**src/rtl/writeback_queue.sv**
```systemverilog
// writeback_queue
//   In-order write-back buffer that sits in front of the register file's single
//   write port. Load-return (mem) and ALU write-backs are collected into a small
//   circular FIFO and drained one entry per cycle. Read-after-write hazards are
//   reported for the two regfile read addresses.
//
// Optional feature macro: WBQ_FORWARD_EN
//   defined     : per read port, forward the data of the youngest pending entry
//                 whose address matches; hazard_o is held at 0.
//   not defined : forwarding outputs tied to 0; hazard_o reports pending matches.
//
// Ports
//   clk, reset_n_i             clock (rising edge), asynchronous active-low reset
//   mem_valid_i/addr_i/data_i  load-return write-back request
//   alu_valid_i/addr_i/data_i  ALU write-back request (younger than mem when both)
//   rd_addr_1_i, rd_addr_2_i   regfile read addresses for hazard/forward lookup
//   wr_en_o/addr_o/data_o      regfile write port (head of queue)
//   full_o                     fewer than 2 free entries
//   hazard_o                   a nonzero read address matches a pending entry
//   overflow_o                 sticky: a request was dropped for lack of space
//   count_o                    occupied entries
//   fwd_hit_n_o, fwd_data_n_o  forwarding result per read port
module writeback_queue #(
    parameter int DEPTH      = 4,
    parameter int DATA_WIDTH = 32,
    parameter int ADDR_WIDTH = 5
) (
    input  logic                         clk,
    input  logic                         reset_n_i,
    input  logic                         mem_valid_i,
    input  logic [ADDR_WIDTH-1:0]        mem_addr_i,
    input  logic [DATA_WIDTH-1:0]        mem_data_i,
    input  logic                         alu_valid_i,
    input  logic [ADDR_WIDTH-1:0]        alu_addr_i,
    input  logic [DATA_WIDTH-1:0]        alu_data_i,
    input  logic [ADDR_WIDTH-1:0]        rd_addr_1_i,
    input  logic [ADDR_WIDTH-1:0]        rd_addr_2_i,
    output logic                         wr_en_o,
    output logic [ADDR_WIDTH-1:0]        wr_addr_o,
    output logic [DATA_WIDTH-1:0]        wr_data_o,
    output logic                         full_o,
    output logic                         hazard_o,
    output logic                         overflow_o,
    output logic [$clog2(DEPTH+1)-1:0]   count_o,
    output logic                         fwd_hit_1_o,
    output logic                         fwd_hit_2_o,
    output logic [DATA_WIDTH-1:0]        fwd_data_1_o,
    output logic [DATA_WIDTH-1:0]        fwd_data_2_o
);

    localparam int PW = $clog2(DEPTH);
    localparam int CW = $clog2(DEPTH+1);
    localparam logic [CW:0] DEPTH_W = (CW+1)'(DEPTH);

    logic [ADDR_WIDTH-1:0] r_addr [DEPTH];
    logic [DATA_WIDTH-1:0] r_data [DEPTH];
    logic [DEPTH-1:0]      r_vld;
    logic [PW-1:0]         r_head;
    logic [PW-1:0]         r_tail;
    logic [CW-1:0]         r_count;
    logic                  r_overflow;

    logic                  w_pop;
    logic [CW:0]           w_free;
    logic                  w_mem_req;
    logic                  w_alu_req;
    logic                  w_mem_acc;
    logic                  w_alu_acc;
    logic                  w_refuse;
    logic [PW-1:0]         w_alu_slot;
    logic                  w_hit_1;
    logic                  w_hit_2;

    // The regfile always accepts, so a non-empty queue pops every cycle.
    assign w_pop     = (r_count != '0);
    // A slot freed by this cycle's pop is reusable by this cycle's push.
    assign w_free    = DEPTH_W - {1'b0, r_count} + {{CW{1'b0}}, w_pop};
    assign w_mem_req = mem_valid_i && (mem_addr_i != '0);
    assign w_alu_req = alu_valid_i && (alu_addr_i != '0);
    assign w_mem_acc = w_mem_req && (w_free != '0);
    assign w_alu_acc = w_alu_req && (w_mem_acc ? (w_free > (CW+1)'(1)) : (w_free != '0));
    assign w_refuse  = (w_mem_req && !w_mem_acc) || (w_alu_req && !w_alu_acc);
    // ALU entry lands behind the mem entry when both are accepted.
    assign w_alu_slot = w_mem_acc ? (r_tail + PW'(1)) : r_tail;

    always_ff @(posedge clk or negedge reset_n_i) begin
        if (!reset_n_i) begin
            r_vld      <= '0;
            r_head     <= '0;
            r_tail     <= '0;
            r_count    <= '0;
            r_overflow <= 1'b0;
        end else begin
            // Clear before set: at full with push+pop the tail slot is the head slot.
            if (w_pop)     r_vld[r_head]     <= 1'b0;
            if (w_mem_acc) r_vld[r_tail]     <= 1'b1;
            if (w_alu_acc) r_vld[w_alu_slot] <= 1'b1;
            r_head     <= r_head + PW'(w_pop);
            r_tail     <= r_tail + PW'(w_mem_acc) + PW'(w_alu_acc);
            r_count    <= r_count + CW'(w_mem_acc) + CW'(w_alu_acc) - CW'(w_pop);
            if (w_refuse) r_overflow <= 1'b1;
        end
    end

    // Payload storage; validity is tracked by r_vld so no reset is needed here.
    always_ff @(posedge clk) begin
        if (w_mem_acc) begin
            r_addr[r_tail] <= mem_addr_i;
            r_data[r_tail] <= mem_data_i;
        end
        if (w_alu_acc) begin
            r_addr[w_alu_slot] <= alu_addr_i;
            r_data[w_alu_slot] <= alu_data_i;
        end
    end

    assign wr_en_o    = w_pop;
    assign wr_addr_o  = w_pop ? r_addr[r_head] : '0;
    assign wr_data_o  = w_pop ? r_data[r_head] : '0;
    assign count_o    = r_count;
    assign overflow_o = r_overflow;
    assign full_o     = (DEPTH_W - {1'b0, r_count}) < (CW+1)'(2);

    // Match lookup includes the head entry being drained this cycle.
    always_comb begin
        logic [PW-1:0] w_idx;
        w_hit_1 = 1'b0;
        w_hit_2 = 1'b0;
        w_idx   = '0;
        for (int i = 0; i < DEPTH; i++) begin
            w_idx = PW'(i);
            if (r_vld[w_idx]) begin
                if ((rd_addr_1_i != '0) && (r_addr[w_idx] == rd_addr_1_i)) w_hit_1 = 1'b1;
                if ((rd_addr_2_i != '0) && (r_addr[w_idx] == rd_addr_2_i)) w_hit_2 = 1'b1;
            end
        end
    end

`ifdef WBQ_FORWARD_EN
    logic [DATA_WIDTH-1:0] w_fwd_1;
    logic [DATA_WIDTH-1:0] w_fwd_2;

    // Walk oldest to youngest so the last match (youngest) wins.
    always_comb begin
        logic [PW-1:0] w_idx;
        w_fwd_1 = '0;
        w_fwd_2 = '0;
        w_idx   = '0;
        for (int i = 0; i < DEPTH; i++) begin
            w_idx = r_head + PW'(i);
            if (r_vld[w_idx]) begin
                if ((rd_addr_1_i != '0) && (r_addr[w_idx] == rd_addr_1_i)) w_fwd_1 = r_data[w_idx];
                if ((rd_addr_2_i != '0) && (r_addr[w_idx] == rd_addr_2_i)) w_fwd_2 = r_data[w_idx];
            end
        end
    end

    assign fwd_hit_1_o  = w_hit_1;
    assign fwd_hit_2_o  = w_hit_2;
    assign fwd_data_1_o = w_fwd_1;
    assign fwd_data_2_o = w_fwd_2;
    assign hazard_o     = 1'b0;
`else
    assign fwd_hit_1_o  = 1'b0;
    assign fwd_hit_2_o  = 1'b0;
    assign fwd_data_1_o = '0;
    assign fwd_data_2_o = '0;
    assign hazard_o     = w_hit_1 || w_hit_2;
`endif

endmodule

```
**config.mk**
```make
export PLATFORM = sky130hd
export DESIGN_NAME = writeback_queue
export DESIGN_NICKNAME = d
export VERILOG_FILES = /design/src/rtl/writeback_queue.sv
export SDC_FILE = /design/constraint.sdc
export NUM_CORES = 1
export LEC_CHECK = 0
export BUFFER_PORTS_ARGS = -buffer_cell sky130_fd_sc_hd__clkbuf_2
export CORE_ASPECT_RATIO = 0.8
export CORE_MARGIN = 1.5
export CORE_UTILIZATION = 50
export DETAILED_ROUTE_END_ITERATION = 16
export PLACE_DENSITY_LB_ADDON = 0.12
export SETUP_SLACK_MARGIN = 0.3
export SLEW_MARGIN = 10
export SYNTH_ARGS = -nofsm -noshare
export SYNTH_HDL_FRONTEND = slang
export SYNTH_SLANG_ARGS = --single-unit
```
**constraint.sdc**
```tcl
create_clock -name clk -period 7.1 [get_ports clk]
set_input_delay 1.065 -clock clk [delete_from_list [all_inputs] [get_ports clk]]
set_output_delay 1.065 -clock clk [all_outputs]
set_load 0.02 [all_outputs]
```
==> results.cfg <==
[status]
status = finished clean

[cells_and_area]
fillerInstances = 1517
finalNetCount = 851
area_overhead_vs_synth_pct = 12.4
diodes = 0
fraction_of_final_layout_cells_sized_beyond_drive_strength_1 = 0.475

[critical_path]
path_buf_inv = 3
signal_arrival_time_at_the_worst_endpoint_ns = 4.43
timing.critical_path.required_ns = 7.01
r2r_start = count_o[0]
critPathTopFamily = simple AND/OR/NAND/NOR gates
criticalPathCategory = flip-flop to flip-flop
setup.worst_path.end_class = flip-flop
r2r_setup_slack_ns = 2.58
critical_path.reg2reg.endpoint = r_data[2][9]
crit_fanout = 39
cpPeakStageDelay_ns = 0.82
path_common_cell = ha_1
cp-start-kind = flip-flop
crit_chain = inv_1 -> ha_1 -> ha_1 -> inv_1 -> ha_1 -> ha_1 -> xnor2_1 -> nor2_2 -> nor4bb_1 -> nor2_1 -> o21ai_4 -> buf_4 -> nand2_2
critical_path.slowest_cell = nand2_2
r2r_cells = 13

[synth]
synthesis.yosys.warnings = 0
cell_area_after_synthesis_um2 = 9420
most_numerous_cell_types_in_the_synthesized_netlist = edfxtp_1, mux2_2, buf_4
synth-seq-cells = 160
yosysSeqAreaShare = 0.504
synthFlopType = edfxtp_1
synth_largest_area_cell = edfxtp_1
syn-mean-instance-area_um2 = 14.9
post_synth_edffs = 148
async_reset_ff_frac = 0.0750
synth_area_leaders = edfxtp_1, mux2_2, mux4_2
library_cell_with_the_highest_instance_count_after_synthesis = edfxtp_1
synth_cell_type_count = 42
synthCells = 634
portion_of_synthesized_cell_area_occupied_by_the_leading_cell_type = 0.472

[pwr]
power.density_nw_per_um2 = 503
vdd.ir_drop.worst_v = 0.000289
fin_total_pwr_uw = 5330
cellLeakagePower_uw = 0.00416

[grt]
grt_pass1_vias = 5684
grt_start_max_net_pins = 42
global_route.usage.total = 0.216
wire_length_of_the_first_global_routing_pass_um = 31500
initial_antenna_violation_count = 0
globalRouteOverflowTotal = 0

[floorplanning]
die_x_um = 156
boundaryPins = 198
initial_core_util = 0.515
row_count = 44
dieArea_um2 = 19700
coreArea_um2 = 18300
chipHeight_um = 126

[clock_network]
cts_setup_buffers = 0
insertion_delay_ns = 0.42
cts_resized = 0
clk_pin_slew_worst_paths_ns = 0.06
cts_hold_buffers = 0
clock_path_buffers = 2
cts_buffers = 17
clock_root_buffer = clkbuf_16
cts_tree = built
cts_htree_levels = 4
tritoncts_num_sinks = 160

[place]
detailed_place_hpwl_um = 13100
place.port_buffers = 131
finalWeightedCongestion = 0.893

[hold_path]
holdCritPathClass = flip-flop to flip-flop
worstHoldPathCells = 1
min_delay_worst_endpoint = overflow_o
worstHoldStart = overflow_o

[timing]
timing.slew.headroom = 0.227
final_min_period_over_clock_period = 0.637
endpoints_failing_hold = 0
setup_violations = 0
final.setup.tns_ns = 0
grt_setup_unrepaired = false
hold-worst-slack_ns = 0.475
highest_clock_rate_ghz = 0.221
timing.clock.skew_ns = 0.00691
slew_violations = 0
timing.final.crit_period_ns = 4.52
tightest_slew_ns = 1.16

[run]
maxCapViolations = 0

[routing]
total_routed_wirelength_um = 20500
detail-route-antenna-nets = 0
drc_marker_count_from_the_first_detailed_route_iteration = 267
detail_route.first_pass.iterations = 7
drc_errors = 0
routed_wire_length_per_instance_um = 20.2
vias = 5455
route.detailed.vias_per_inst = 5.37
## routing by layer
layer / GRT usage / share of wire / vias up
met2: 0.350 / 0.48 / 187
li1: - / - / 2478
met3: 0.0458 / 0.060 / 24
met4: 0.0622 / 0.014 / 0
met5: 0 / 0 / -
met1: 0.295 / 0.45 / 2766
## flip-flops by register name, indices dropped and copies added, names as in the netlist
signal      count
overflow_o      1
count_o         3
r_vld           4
r_head          2
r_tail          2
r_addr         20
r_data        128
## kinds of logic (layout without fill, tap and decap cells)
kind of cell	Yosys count	after routing	synth area share
AOI/OAI and AO/OA	22	22	0.0186
xor gates and xnor gates	44	44	0.0409
and+or+nand+nor	89	89	0.0562
adders and majority gates	14	14	0.0210
DFF	160	160	0.504
other	1	66	0.000398
muxes	185	185	0.278
buffers and inverters	119	182	0.0813
## report_power, final
part           internal [uW]  switching, uW
Combinational           1090           1430
Sequential              1650            253
Clock                    544            357
Total                   3290           2040
## final cells by class
class,instances,area [um^2],share of cell area
Clock buffer,18,429,0.0405
Clock inverter,14,148,0.0139
Inverter,13,48.8,0.00461
Multi-Input combinational cell,420,4200,0.396
Sequential cell,160,4750,0.448
Tap cell,253,317,0.0299
Timing Repair Buffer,137,701,0.0662
## worst reg2reg max path, cell delays in order (launching register included)
cell,delay [ns]
dfrtp_1,0.41
inv_1,0.12
ha_1,0.16
ha_1,0.19
inv_1,0.08
ha_1,0.20
ha_1,0.20
xnor2_1,0.14
nor2_2,0.20
nor4bb_1,0.57
nor2_1,0.17
o21ai_4,0.16
buf_4,0.57
nand2_2,0.83
## how the worst max path moves through the flow
stage,from,to,slack (ns),cells after the start
after floorplan,count_o[0],r_addr[0][0],2.61,14
after global placement,count_o[0],r_data[3][7],2.73,13
after detailed placement,count_o[0],r_data[2][4],2.56,13
after CTS,count_o[0],r_addr[2][0],2.53,13
after global routing,count_o[0],r_data[2][9],2.25,13
final,count_o[0],r_data[2][9],2.58,13
## cell usage in the layout (no fill, tap or decap), types with 2 or more instances in the layout
master      synthesis  layout
a211oi_1            4       4
a21oi_1             2       2
and2_1             37      37
buf_4              66       6
bufinv_16           0       3
clkbuf_16           0      17
clkbuf_2            0     131
clkinv_1            0       6
clkinvlp_4          0       4
conb_1              1      66
dfrtp_1            12      10
dfrtp_2             0       2
edfxtp_1          148     148
fa_1                3       3
ha_1               11      11
inv_1              13      13
mux2_2            116     116
mux2_4             32      32
mux4_2             37      37
nand2_1            11       7
nand2_2             1       5
nand3_1            14      14
nand4_1             2       2
nor2_1              2       2
nor4_1             10      10
o21ai_0             6       6
o21ai_4             1       5
o31ai_1             2       2
or4_1               3       3
xnor2_1            10      10
xor2_1             34      34
## metrics by stage
stage,area (um^2),instances,worst slack (ns),util
2_1_floorplan,9670,699,2.61,-
4_1_cts,10600,1015,2.53,0.579
6_report,10600,1015,2.58,0.579
5_1_grt,10600,1015,2.25,0.579
3_5_place_dp,10000,983,2.56,0.548
3_3_place_gp,10000,983,2.73,0.548
No activity file was read; power rests on OpenSTA's default activity.
